### config.mk
export PLATFORM = sky130hd
export DESIGN_NAME = clr_skid_buffer
export DESIGN_NICKNAME = d
export VERILOG_FILES = /design/src/rtl/clr_skid_buffer.sv
export SDC_FILE = /design/constraint.sdc
export NUM_CORES = 1
export LEC_CHECK = 0
export ABC_AREA = 1
export ABC_CLOCK_PERIOD_IN_PS = 1500
export CORE_MARGIN = 4
export CORE_UTILIZATION = 45
export CTS_CLUSTER_DIAMETER = 100
export DETAILED_ROUTE_END_ITERATION = 12
export GPL_TIMING_DRIVEN = 0
export PLACE_DENSITY = 0.88
export SLEW_MARGIN = 25
export SYNTH_ARGS = -nofsm -noshare
export SYNTH_HDL_FRONTEND = slang
export SYNTH_SLANG_ARGS = --single-unit
export TNS_END_PERCENT = 20
### constraint.sdc
create_clock -name clk -period 1.5 [get_ports clk]
set_input_delay 0.15 -clock clk [delete_from_list [all_inputs] [get_ports clk]]
set_output_delay 0.15 -clock clk [all_outputs]
set_load 0.01 [all_outputs]
### src/rtl/clr_skid_buffer.sv
// Two-entry valid/ready register slice with synchronous flush back to INI_DATA.
// One-cycle latency when empty, one beat per cycle; oRdy comes from state, never from iRdy.
module clr_skid_buffer #(
    parameter int               WIDTH    = 32,
    parameter logic [WIDTH-1:0] INI_DATA = '0
) (
    input  logic             clk,
    input  logic             rst,
    input  logic             iClr,
    input  logic             iVld,
    output logic             oRdy,
    input  logic [WIDTH-1:0] iDat,
    output logic             oVld,
    input  logic             iRdy,
    output logic [WIDTH-1:0] oDat,
    output logic [1:0]       oCnt
);

    typedef enum logic [1:0] {
        EMPTY = 2'd0,
        ONE   = 2'd1,
        FULL  = 2'd2
    } state_t;

    state_t           state;
    logic [WIDTH-1:0] mainReg;
    logic [WIDTH-1:0] skidReg;
    logic             inFire;
    logic             outFire;

    assign inFire  = iVld & oRdy;
    assign outFire = oVld & iRdy;
    assign oDat    = mainReg;

    always_ff @(posedge clk) begin
        if (!rst || iClr) begin
            // Flush drops any beat offered this cycle; a beat leaving this cycle counts as delivered.
            state   <= EMPTY;
            mainReg <= INI_DATA;
            skidReg <= INI_DATA;
        end else begin
            case (state)
                EMPTY: begin
                    if (inFire) begin
                        state   <= ONE;
                        mainReg <= iDat;
                    end
                end
                ONE: begin
                    if (inFire && outFire) begin
                        mainReg <= iDat;
                    end else if (inFire) begin
                        state   <= FULL;
                        skidReg <= iDat;
                    end else if (outFire) begin
                        state <= EMPTY;
                    end
                end
                FULL: begin
                    if (outFire) begin
                        state   <= ONE;
                        mainReg <= skidReg;
                    end
                end
                default: state <= EMPTY;
            endcase
        end
    end

    always_comb begin
        oVld = 1'b0;
        oRdy = 1'b1;
        oCnt = 2'd0;
        case (state)
            ONE: begin
                oVld = 1'b1;
                oCnt = 2'd1;
            end
            FULL: begin
                oVld = 1'b1;
                oRdy = 1'b0;
                oCnt = 2'd2;
            end
            default: ;
        endcase
    end

endmodule

# Word level (Yosys, flattened, before mapping)
# Cells that the tools add are included.
word_totals:
  mem_bits_ro: 0
  memories: 0
  ramBits: 0
  latch_bits: 0
  wordCells: 35
  regBits: 66
classes:
  muxes: 13
  magnitude_cmp: 0
  eq_ne: 7
  n_bitwise: 3
  n_div: 0
  shift: 0
  multipliers: 0
  add_sub_neg: 0
  n_reduce_logical: 9
op_table:
  columns: ["op", "n"]
  rows:
  - ["$mux W32", 3]
  - ["$pmux W32 S3", 1]
  - ["$mux W2", 5]
  - ["$ne A2 B2 Y1 const B", 4]
  - ["$reduce_and A4 Y1", 2]
  - ["$pmux W2 S3", 1]
  - ["$pmux W2 S2", 1]
  - ["$ne A3 B3 Y1 const B", 1]
  - ["$reduce_and A3 Y1", 1]
  - ["$reduce_bool A3 Y1", 1]
  - ["$and A1 B1 Y1", 2]
  - ["$eq A2 B1 Y1 const B", 1]
  - ["$eq A2 B2 Y1 const B", 1]
  - ["$logic_not A2 Y1", 1]
  - ["$mux W1", 2]
  - ["$reduce_or A2 Y1", 1]
  - ["$logic_and A1 B1 Y1", 1]
  - ["$logic_not A1 Y1", 1]
  - ["$logic_or A1 B1 Y1", 1]
  - ["$not A1 Y1", 1]

# Depth between registers and ports, before layout
# Gate-level depths: netlist of the first run.
depth:
  ltp_word: 8
  depth_mapped: 11

# Worst setup path before layout of the first run
# OpenSTA, ideal clock, no wires.
synth_timing:
  path_kind: "reg2reg"
  from: "reg state[0]"
  to: "reg mainReg[11], in the netlist oDat[11]"
  path_stages_with_launch: 12
  t_arrival_ns: 1.657
  path_buffers: 2
  slack_ns: -0.221
  cell_sequence: "dfxtp_1 -> inv_1 -> ha_1 -> buf_6 -> inv_4 -> nand2_2 -> a21oi_4 -> nand2_1 -> nor2_4 -> buf_4 -> nor2_1 -> nor2_1"
synth_via:
  elab_chain_cells: 7
synth_lines:
  columns: ["item", "line", "text"]
  rows:
  - ["start: declaration", "25", "state_t state;"]
  - ["start signal: assignment", "38", "state <= EMPTY;"]
  - ["start signal: assignment", "45", "state <= ONE;"]
  - ["start signal: assignment", "53", "state <= FULL;"]
  - ["$eq A2 B2 Y1 / $eq A2 B1 Y1 (equally long branches)", "42, 74", null]
  - ["$reduce_or A2 Y1 (no line)", null, null]
  - ["$mux W1", "74", "case (state)"]
  - ["$and A1 B1 Y1", "32", "assign outFire = oVld & iRdy;"]
  - ["$logic_and A1 B1 Y1", "50", "if (inFire && outFire) begin"]
  - ["$ne A2 B2 Y1 (no line)", null, null]
  - ["$reduce_and A4 Y1 (no line)", null, null]
  - ["end signal: assignment", "46", "mainReg <= iDat;"]
  - ["end signal: assignment", "51", "mainReg <= iDat;"]
  - ["end signal: assignment", "62", "mainReg <= skidReg;"]
  - ["end: declaration", "26", "logic [WIDTH-1:0] mainReg;"]
# Parallel ways exist; a longest one is shown, timed or not.
# A chain may end at the register's enable or synchronous reset.

# Worst setup path in the final report of the first run
layout_timing:
  from: "reg state[0]"
  to: "reg mainReg[8], in the netlist oDat[8]"
# Same word-level chain as after synthesis.

==> impl_metrics.csv, run 1 <==
group,metric,value,unit
finish,layout-area-overhead-vs-synth,51.2,%
synth,synth.yosys.seq_area_share,0.434,
placement,placedInstanceArea,3900,um2
die,std_cell_rows,29,
route,via_per_inst,5.43,
finish,layout.filler_cells,465,
worst_setup_path,cp.arrival,1.92,ns
global_routing,grt_pass1_vias,3287,
die,design.die.area,8150,um2
synth,post_synth_main_area_contributors,"sky130_fd_sc_hd__dfxtp_1, sky130_fd_sc_hd__nor2_1, sky130_fd_sc_hd__nand2_1",
finish,drive_above_1_share,0.196,
worst_setup_path,setup.worst_path.start_class,"flop",
sta,final.setup.tns,-4.82,ns
finish,stdcell_count,643,
global_routing,wire_length_of_the_first_global_routing_pass,15.4,mm
synth,synth_xor_area_frac,0,
clocking,hold_buffers,0,
sta,layout_min_cycle_time,1.66,ns
placement,hpwl,6.05,mm
route,dr_total_vias,3492,
finish,final_net_count,603,
worst_setup_path,cp_top_family,"buffers and inverters",
die,die-width,90.3,um
power_and_ir_drop,leak,2.08,nW
synth,adder_cell_fraction_of_synth_area,0.0205,
clocking,clock_root_cell,"sky130_fd_sc_hd__clkbuf_8",
placement,routabilityCongestion,0.902,
worst_setup_path,regToRegStartpoint,"state[0]$_SDFFE_PP0P_",
worst_setup_path,largest_incremental_delay_on_the_critical_path,0.35,ns
global_routing,largest_net_degree_at_the_start_of_global_routing,12,
worst_setup_path,startpoint,"state[0]$_SDFFE_PP0P_",
die,die-height,90.3,um
sta,finalMaxSlewViolations,0,
sta,setup_ws,-0.161,ns
global_routing,globalRoute.totalOverflow,0,
placement,numPlacedInstances,604,
synth,yosys_register_bits,66,
route,detail-route-antenna-nets,0,
sta,rsz0062_at_grt,"yes",
sta,clock-skew-final,0.00655,ns
die,floorplan.initialDensity,0.472,
power_and_ir_drop,power.ir.vdd_worst,0.588,mV
synth,simple_gate_portion_of_the_synthesized_area,0.330,
sta,worst_hold_margin,0.456,ns
synth,complex_gate_fraction_of_the_synthesized_area,0.114,
worst_setup_path,timing_worst_setup_path_type,"flop to flop",
finish,num_antenna_cells,0,
placement,placement.io_buffers,72,
outcome,failed_checks,"setup timing",
worst_setup_path,worst-path-buf-inv,3,
synth,netlist-cell-type-count,19,
worst_setup_path,critical-path-slowest-cell,"sky130_fd_sc_hd__dfxtp_4",
sta,share_of_the_clock_period_used_by_the_worst_path,1.11,
route,drc,0,
placement,dpl_worst_slack,-0.412,ns
clocking,clk_path_buf_depth,2,
route,drt_pre_antenna_iters,7,
power_and_ir_drop,powerDensity,960,nW/um2
clocking,cts_tree,"yes",
synth,synthMuxAreaShare,0,
synth,ys.warnings.count,0,
clocking,clock_sinks,66,
global_routing,track_usage,0.230,
worst_setup_path,worstPathCellList,"inv_4 -> ha_4 -> clkinv_8 -> clkbuf_1 -> a21oi_1 -> nand4_1 -> nand2_1 -> nor2_1",
synth,postSynthNetCount,497,
hold_path,tightest_hold_check_type,"input port to flop",
route,drt-wirelength-per-cell,15.6,um
route,drt-initial-drc-count,235,
worst_setup_path,critical_path.max_fanout,10,
synth,syn_inst,455,
route,detailed_route_wl,10.0,mm
clocking,cts_buffers,9,
sta,max_freq,602,MHz
worst_setup_path,worst-endpoint-required,1.76,ns
hold_path,hold_sp,"iDat[22]",
job,max_cap_viols,0,
outcome,run_status,"finished, violations left",
synth,yosys.area.top_type,"sky130_fd_sc_hd__dfxtp_1",
clocking,cts.htree.levels,3,
clocking,clock_latency,0.35,ns
sta,finalSetupViolations,64,
die,fp.coreArea,6460,um2
sta,timing.slew.headroom,0.663,
finish,fin_area,4610,um2
synth,synth_top_family_by_area,"simple AND/OR/NAND/NOR gates",
synth,synth.top_cell.area_share,0.434,
global_routing,antenna_found_initial,0,
die,boundaryPins,73,
sta,report.final.hold_viol_count,0,
clocking,clk_pin_slew,0.08,ns
synth,synth.cell_area,3050,um2
sta,max_slew.worst_pin.slew,0.505,ns
synth,synth.avg_cell_area,6.69,um2
worst_setup_path,worstSetupEndpointType,"flop",
[per-stage QoR]
stage                     power (mW)   util
after floorplan                 2.27      -
after global placement          2.55  0.604
after detailed placement        2.57  0.604
after CTS                       4.30  0.672
after global routing            4.60  0.713
final                           4.42  0.713
[cell families (layout without fill, tap and decap cells)]
logic type,Yosys count,after routing
AO/OA/AOI/OAI,67,67
buffers and inverters,74,185
AND/OR/NAND/NOR,243,243
flip-flops,66,66
adder cells (fa/ha/maj),5,5
[tightest hold or removal path: stages]
cell                              delay [ns]
sky130_fd_sc_hd__clkdlybuf4s50_1        0.44
sky130_fd_sc_hd__o21ai_1                0.14
sky130_fd_sc_hd__nor2_1                 0.04
[synth_stat cells]
| cell type | instances |
|---|---|
| sky130_fd_sc_hd__nor2_1 | 133 |
| sky130_fd_sc_hd__nand2_1 | 74 |
| sky130_fd_sc_hd__dfxtp_1 | 66 |
| sky130_fd_sc_hd__inv_1 | 39 |
| sky130_fd_sc_hd__a21oi_1 | 34 |
| sky130_fd_sc_hd__nand4_1 | 32 |
| sky130_fd_sc_hd__o21ai_0 | 32 |
| sky130_fd_sc_hd__clkbuf_1 | 14 |
| sky130_fd_sc_hd__buf_2 | 9 |
| sky130_fd_sc_hd__buf_1 | 5 |
| sky130_fd_sc_hd__ha_1 | 5 |
| sky130_fd_sc_hd__buf_4 | 3 |
| sky130_fd_sc_hd__inv_2 | 2 |
| sky130_fd_sc_hd__nand3_1 | 2 |
| sky130_fd_sc_hd__a21oi_4 | 1 |
| sky130_fd_sc_hd__buf_6 | 1 |
| sky130_fd_sc_hd__inv_4 | 1 |
| sky130_fd_sc_hd__nand2_2 | 1 |
| sky130_fd_sc_hd__nor2_4 | 1 |
[timing repair]
item | in CTS | in global routing
setup endpoints to repair | 70 | 68
gates resized for setup | 49 | 81
buffers inserted | 11 | 9
cloned | 3 | 1
pin swaps | 12 | 16
[per-layer routing]
layer	part of all wire	track usage
met1	0.39	0.279
met2	0.51	0.390
met3	0.069	0.0492
met4	0.038	0.103
met5	0	0
[where the power goes]
| part | leakage [nW] | switching (mW) | internal (mW) |
|---|---|---|---|
| clock | 0.109 | 0.711 | 0.976 |
| sequential | 0.538 | 0.0439 | 1.82 |
| combinational | 1.44 | 0.430 | 0.444 |
[layout make-up]
class / instances / area (um2) / share of cell area
Inverter: 42 / 180 / 0.0391
Sequential cell: 66 / 1330 / 0.289
Buffer: 31 / 246 / 0.0535
Clock inverter: 5 / 77.6 / 0.0168
Clock buffer: 11 / 141 / 0.0307
Multi-Input combinational cell: 315 / 1580 / 0.344
Tap cell: 77 / 96.3 / 0.0209
Timing Repair Buffer: 96 / 951 / 0.206
[layout by cell type (no fill, tap or decap), types with 2 or more instances in the layout]
cell type,count
sky130_fd_sc_hd__dlygate4sd2_1,3
sky130_fd_sc_hd__o21ai_1,11
sky130_fd_sc_hd__nor2_4,8
sky130_fd_sc_hd__o21ai_0,21
sky130_fd_sc_hd__nor2_1,115
sky130_fd_sc_hd__nor2_2,11
sky130_fd_sc_hd__nand2_1,68
sky130_fd_sc_hd__ha_4,2
sky130_fd_sc_hd__ha_1,3
sky130_fd_sc_hd__inv_4,4
sky130_fd_sc_hd__nand2_4,3
sky130_fd_sc_hd__a21oi_2,6
sky130_fd_sc_hd__buf_4,20
sky130_fd_sc_hd__buf_2,3
sky130_fd_sc_hd__dfxtp_1,64
sky130_fd_sc_hd__buf_1,3
sky130_fd_sc_hd__clkinv_2,2
sky130_fd_sc_hd__clkdlybuf4s50_1,68
sky130_fd_sc_hd__a21oi_1,28
sky130_fd_sc_hd__buf_6,15
sky130_fd_sc_hd__clkbuf_1,5
sky130_fd_sc_hd__buf_8,4
sky130_fd_sc_hd__clkbuf_8,10
sky130_fd_sc_hd__inv_2,4
sky130_fd_sc_hd__bufinv_16,2
sky130_fd_sc_hd__nand4_1,32
sky130_fd_sc_hd__inv_1,33
sky130_fd_sc_hd__dfxtp_4,2
sky130_fd_sc_hd__clkbuf_2,5
sky130_fd_sc_hd__nand2_2,4
[flip-flops by register name, summed over array words and instances (netlist names)]
name / flops
oDat: 32
skidReg: 32
state: 2
[path summary, 6_finish.rpt]
kind	cells past startpoint	slack, ns	to
max	8	-0.16	oDat[8]$_SDFFE_PP0P_
min	3	0.46	skidReg[22]$_SDFFE_PP0P_
max reg2reg	8	-0.16	oDat[8]$_SDFFE_PP0P_
min reg2reg	2	0.47	oDat[14]$_SDFFE_PP0P_
Note: power is estimated with default switching activity, not from simulation.
==> inputs of run 2 (changes only) <==
- PLACE_DENSITY: 0.88 -> 0.78
==> run 2 against run 1 <==
Largest power group unchanged. Global-route usage is 1.8 points lower. Critical endpoint is now oDat[5]$_SDFFE_PP0P_. Hold slack better by 0.0017 ns. The flow still finishes with violations (setup timing). First-iteration DRC count is 26% lower. Largest cell class unchanged.
==> impl_metrics.csv, run 2 (synthesized netlist as in run 1, its figures left out) <==
group,metric,value,unit
finish,fin_util,0.689,
finish,fin_area,4450,um2
route,detail-route-antenna-nets,0,
global_routing,wire_length_of_the_first_global_routing_pass,14.4,mm
sta,max_freq,600,MHz
route,detailed_route_wl,8.47,mm
route,via_per_inst,5.15,
worst_setup_path,worstPathCellList,"inv_4 -> ha_4 -> nand2_4 -> inv_2 -> nand2_4 -> nand2_4 -> inv_2 -> nor2_4 -> buf_6 -> buf_6 -> nor2_4 -> nor2_2",
finish,final_net_count,592,
clocking,cts_tree,"yes",
clocking,cts_buffers,9,
die,floorplan.initialDensity,0.472,
power_and_ir_drop,pwr-share-seq,0.440,
sta,layout_min_cycle_time,1.67,ns
sta,rsz0062_at_grt,"yes",
route,dr_total_vias,3247,
worst_setup_path,critical_path.max_fanout,6,
global_routing,globalRoute.totalOverflow,0,
die,fp.coreArea,6460,um2
worst_setup_path,timing_worst_setup_path_type,"flop to flop",
clocking,hold_buffers,0,
power_and_ir_drop,leak,2.00,nW
global_routing,antenna_found_initial,0,
die,die-width,90.3,um
placement,placement.io_buffers,72,
global_routing,track_usage,0.212,
sta,worst_hold_margin,0.457,ns
sta,setup_ws,-0.166,ns
placement,placedInstanceArea,3900,um2
clocking,cts.htree.levels,3,
worst_setup_path,worst-endpoint-required,1.78,ns
sta,share_of_the_clock_period_used_by_the_worst_path,1.11,
power_and_ir_drop,power,4.23,mW
finish,mostFrequentLayoutCell,"sky130_fd_sc_hd__nor2_1",
sta,clock-skew-final,0.00647,ns
route,drt-initial-drc-count,173,
power_and_ir_drop,netSwitchingPower,1.09,mW
worst_setup_path,critical-path-slowest-cell,"sky130_fd_sc_hd__dfxtp_4",
finish,stdcell_count,631,
finish,layout_common_cells,"sky130_fd_sc_hd__nor2_1, sky130_fd_sc_hd__nand2_1, sky130_fd_sc_hd__clkdlybuf4s50_1, sky130_fd_sc_hd__dfxtp_1, sky130_fd_sc_hd__inv_1",
route,drt_pre_antenna_iters,4,
die,std_cell_rows,29,
worst_setup_path,largest_incremental_delay_on_the_critical_path,0.40,ns
sta,max_slew.worst_pin.slew,0.443,ns
placement,numPlacedInstances,604,
sta,finalSetupViolations,35,
die,die-height,90.3,um
finish,drive_above_1_share,0.150,
sta,final.setup.tns,-4.63,ns
placement,hpwl,5.84,mm
route,drc,0,
clocking,clk_pin_slew,0.07,ns
worst_setup_path,worstSetupEndpointType,"flop",
global_routing,largest_net_degree_at_the_start_of_global_routing,11,
sta,timing.slew.headroom,0.704,
power_and_ir_drop,share_clk_of_total_power,0.365,
worst_setup_path,cp_common_cell,"sky130_fd_sc_hd__nand2_4",
clocking,clock_sinks,66,
clocking,clock_root_cell,"sky130_fd_sc_hd__clkbuf_8",
route,drt-wirelength-per-cell,13.4,um
placement,routabilityCongestion,0.845,
outcome,failed_checks,"setup timing",
power_and_ir_drop,power.ir.vdd_worst,0.636,mV
clocking,clk_path_buf_depth,2,
power_and_ir_drop,powerDensity,950,nW/um2
hold_path,tightest_hold_check_type,"input port to flop",
power_and_ir_drop,internal_power,3.14,mW
worst_setup_path,setup.worst_path.start_class,"flop",
outcome,run_status,"finished, violations left",
sta,report.final.hold_viol_count,0,
worst_setup_path,cp.arrival,1.94,ns
global_routing,grt_pass1_vias,3299,
die,design.die.area,8150,um2
die,boundaryPins,73,
power_and_ir_drop,comb_power_share,0.195,
clocking,clock_latency,0.34,ns
sta,finalMaxSlewViolations,0,
finish,num_antenna_cells,0,
placement,dpl_worst_slack,-0.429,ns
finish,layout-area-overhead-vs-synth,46.2,%
job,max_cap_viols,0,
power_and_ir_drop,power.switching_fraction,0.259,
## run 2: cell types whose count changed in the layout (fill, tap and decap cells not counted), moves of 4 or more
cell,before,now
sky130_fd_sc_hd__a21oi_1,28,34
sky130_fd_sc_hd__a21oi_2,6,0
sky130_fd_sc_hd__buf_4,20,9
sky130_fd_sc_hd__buf_6,15,7
sky130_fd_sc_hd__o21ai_0,21,25
sky130_fd_sc_hd__o21ai_1,11,7
## run 2: final timing paths
path	end	from	slack [ns]	cells past startpoint
max	oDat[5]$_SDFFE_PP0P_	state[1]$_SDFFE_PP0P_	-0.17	12
min	skidReg[9]$_SDFFE_PP0P_	iDat[9]	0.46	3
max reg2reg	oDat[5]$_SDFFE_PP0P_	state[1]$_SDFFE_PP0P_	-0.17	12
min reg2reg	oDat[22]$_SDFFE_PP0P_	oDat[22]$_SDFFE_PP0P_	0.47	2
## run 2: critical path, delay by kind of cell, from the launching register on
family	cells	cell delay [ns]
adder cells (fa/ha/maj)	1	0.27
buffers and inverters	5	0.44
flip-flops	1	0.40
AND/OR/NAND/NOR	6	0.49
## run 2: metal layers
layer / track usage / share of wire
met2: 0.362 / 0.48
met3: 0.0392 / 0.061
met4: 0.103 / 0.030
met5: 0 / 0
met1: 0.256 / 0.43
## run 2: cell type report
class / instances / area (um2)
Multi-Input combinational cell: 315 / 1580
Buffer: 31 / 223
Sequential cell: 66 / 1330
Timing Repair Buffer: 85 / 851
Clock buffer: 13 / 169
Clock inverter: 2 / 35.0
Fill cell: 535 / 2010
Tap cell: 77 / 96.3
Inverter: 42 / 175
## run 2: repair_timing
action                                  in CTS  in global routing
gates cloned                                 3                  0
endpoints found under the setup margin      69                 66
pin swaps                                    5                 13
resized for setup                           52                 44
setup buffers                                6                  4
## run 2: power groups by stage
| stage | logic (mW) | clock network, mW | registers (mW) |
|---|---|---|---|
| 3_3_place_gp | 0.658 | 0 | 1.90 |
| 5_1_grt | 0.905 | 1.63 | 1.87 |
| 6_report | 0.824 | 1.54 | 1.86 |
| 2_1_floorplan | 0.348 | 0 | 1.92 |
| 3_5_place_dp | 0.672 | 0 | 1.90 |
| 4_1_cts | 0.763 | 1.56 | 1.85 |
==> inputs of run 3 (changes only) <==
- CAP_MARGIN: not set -> 20
==> results of run 3 <==
The final DEF is identical to that of run 2; final timing and power are the same.
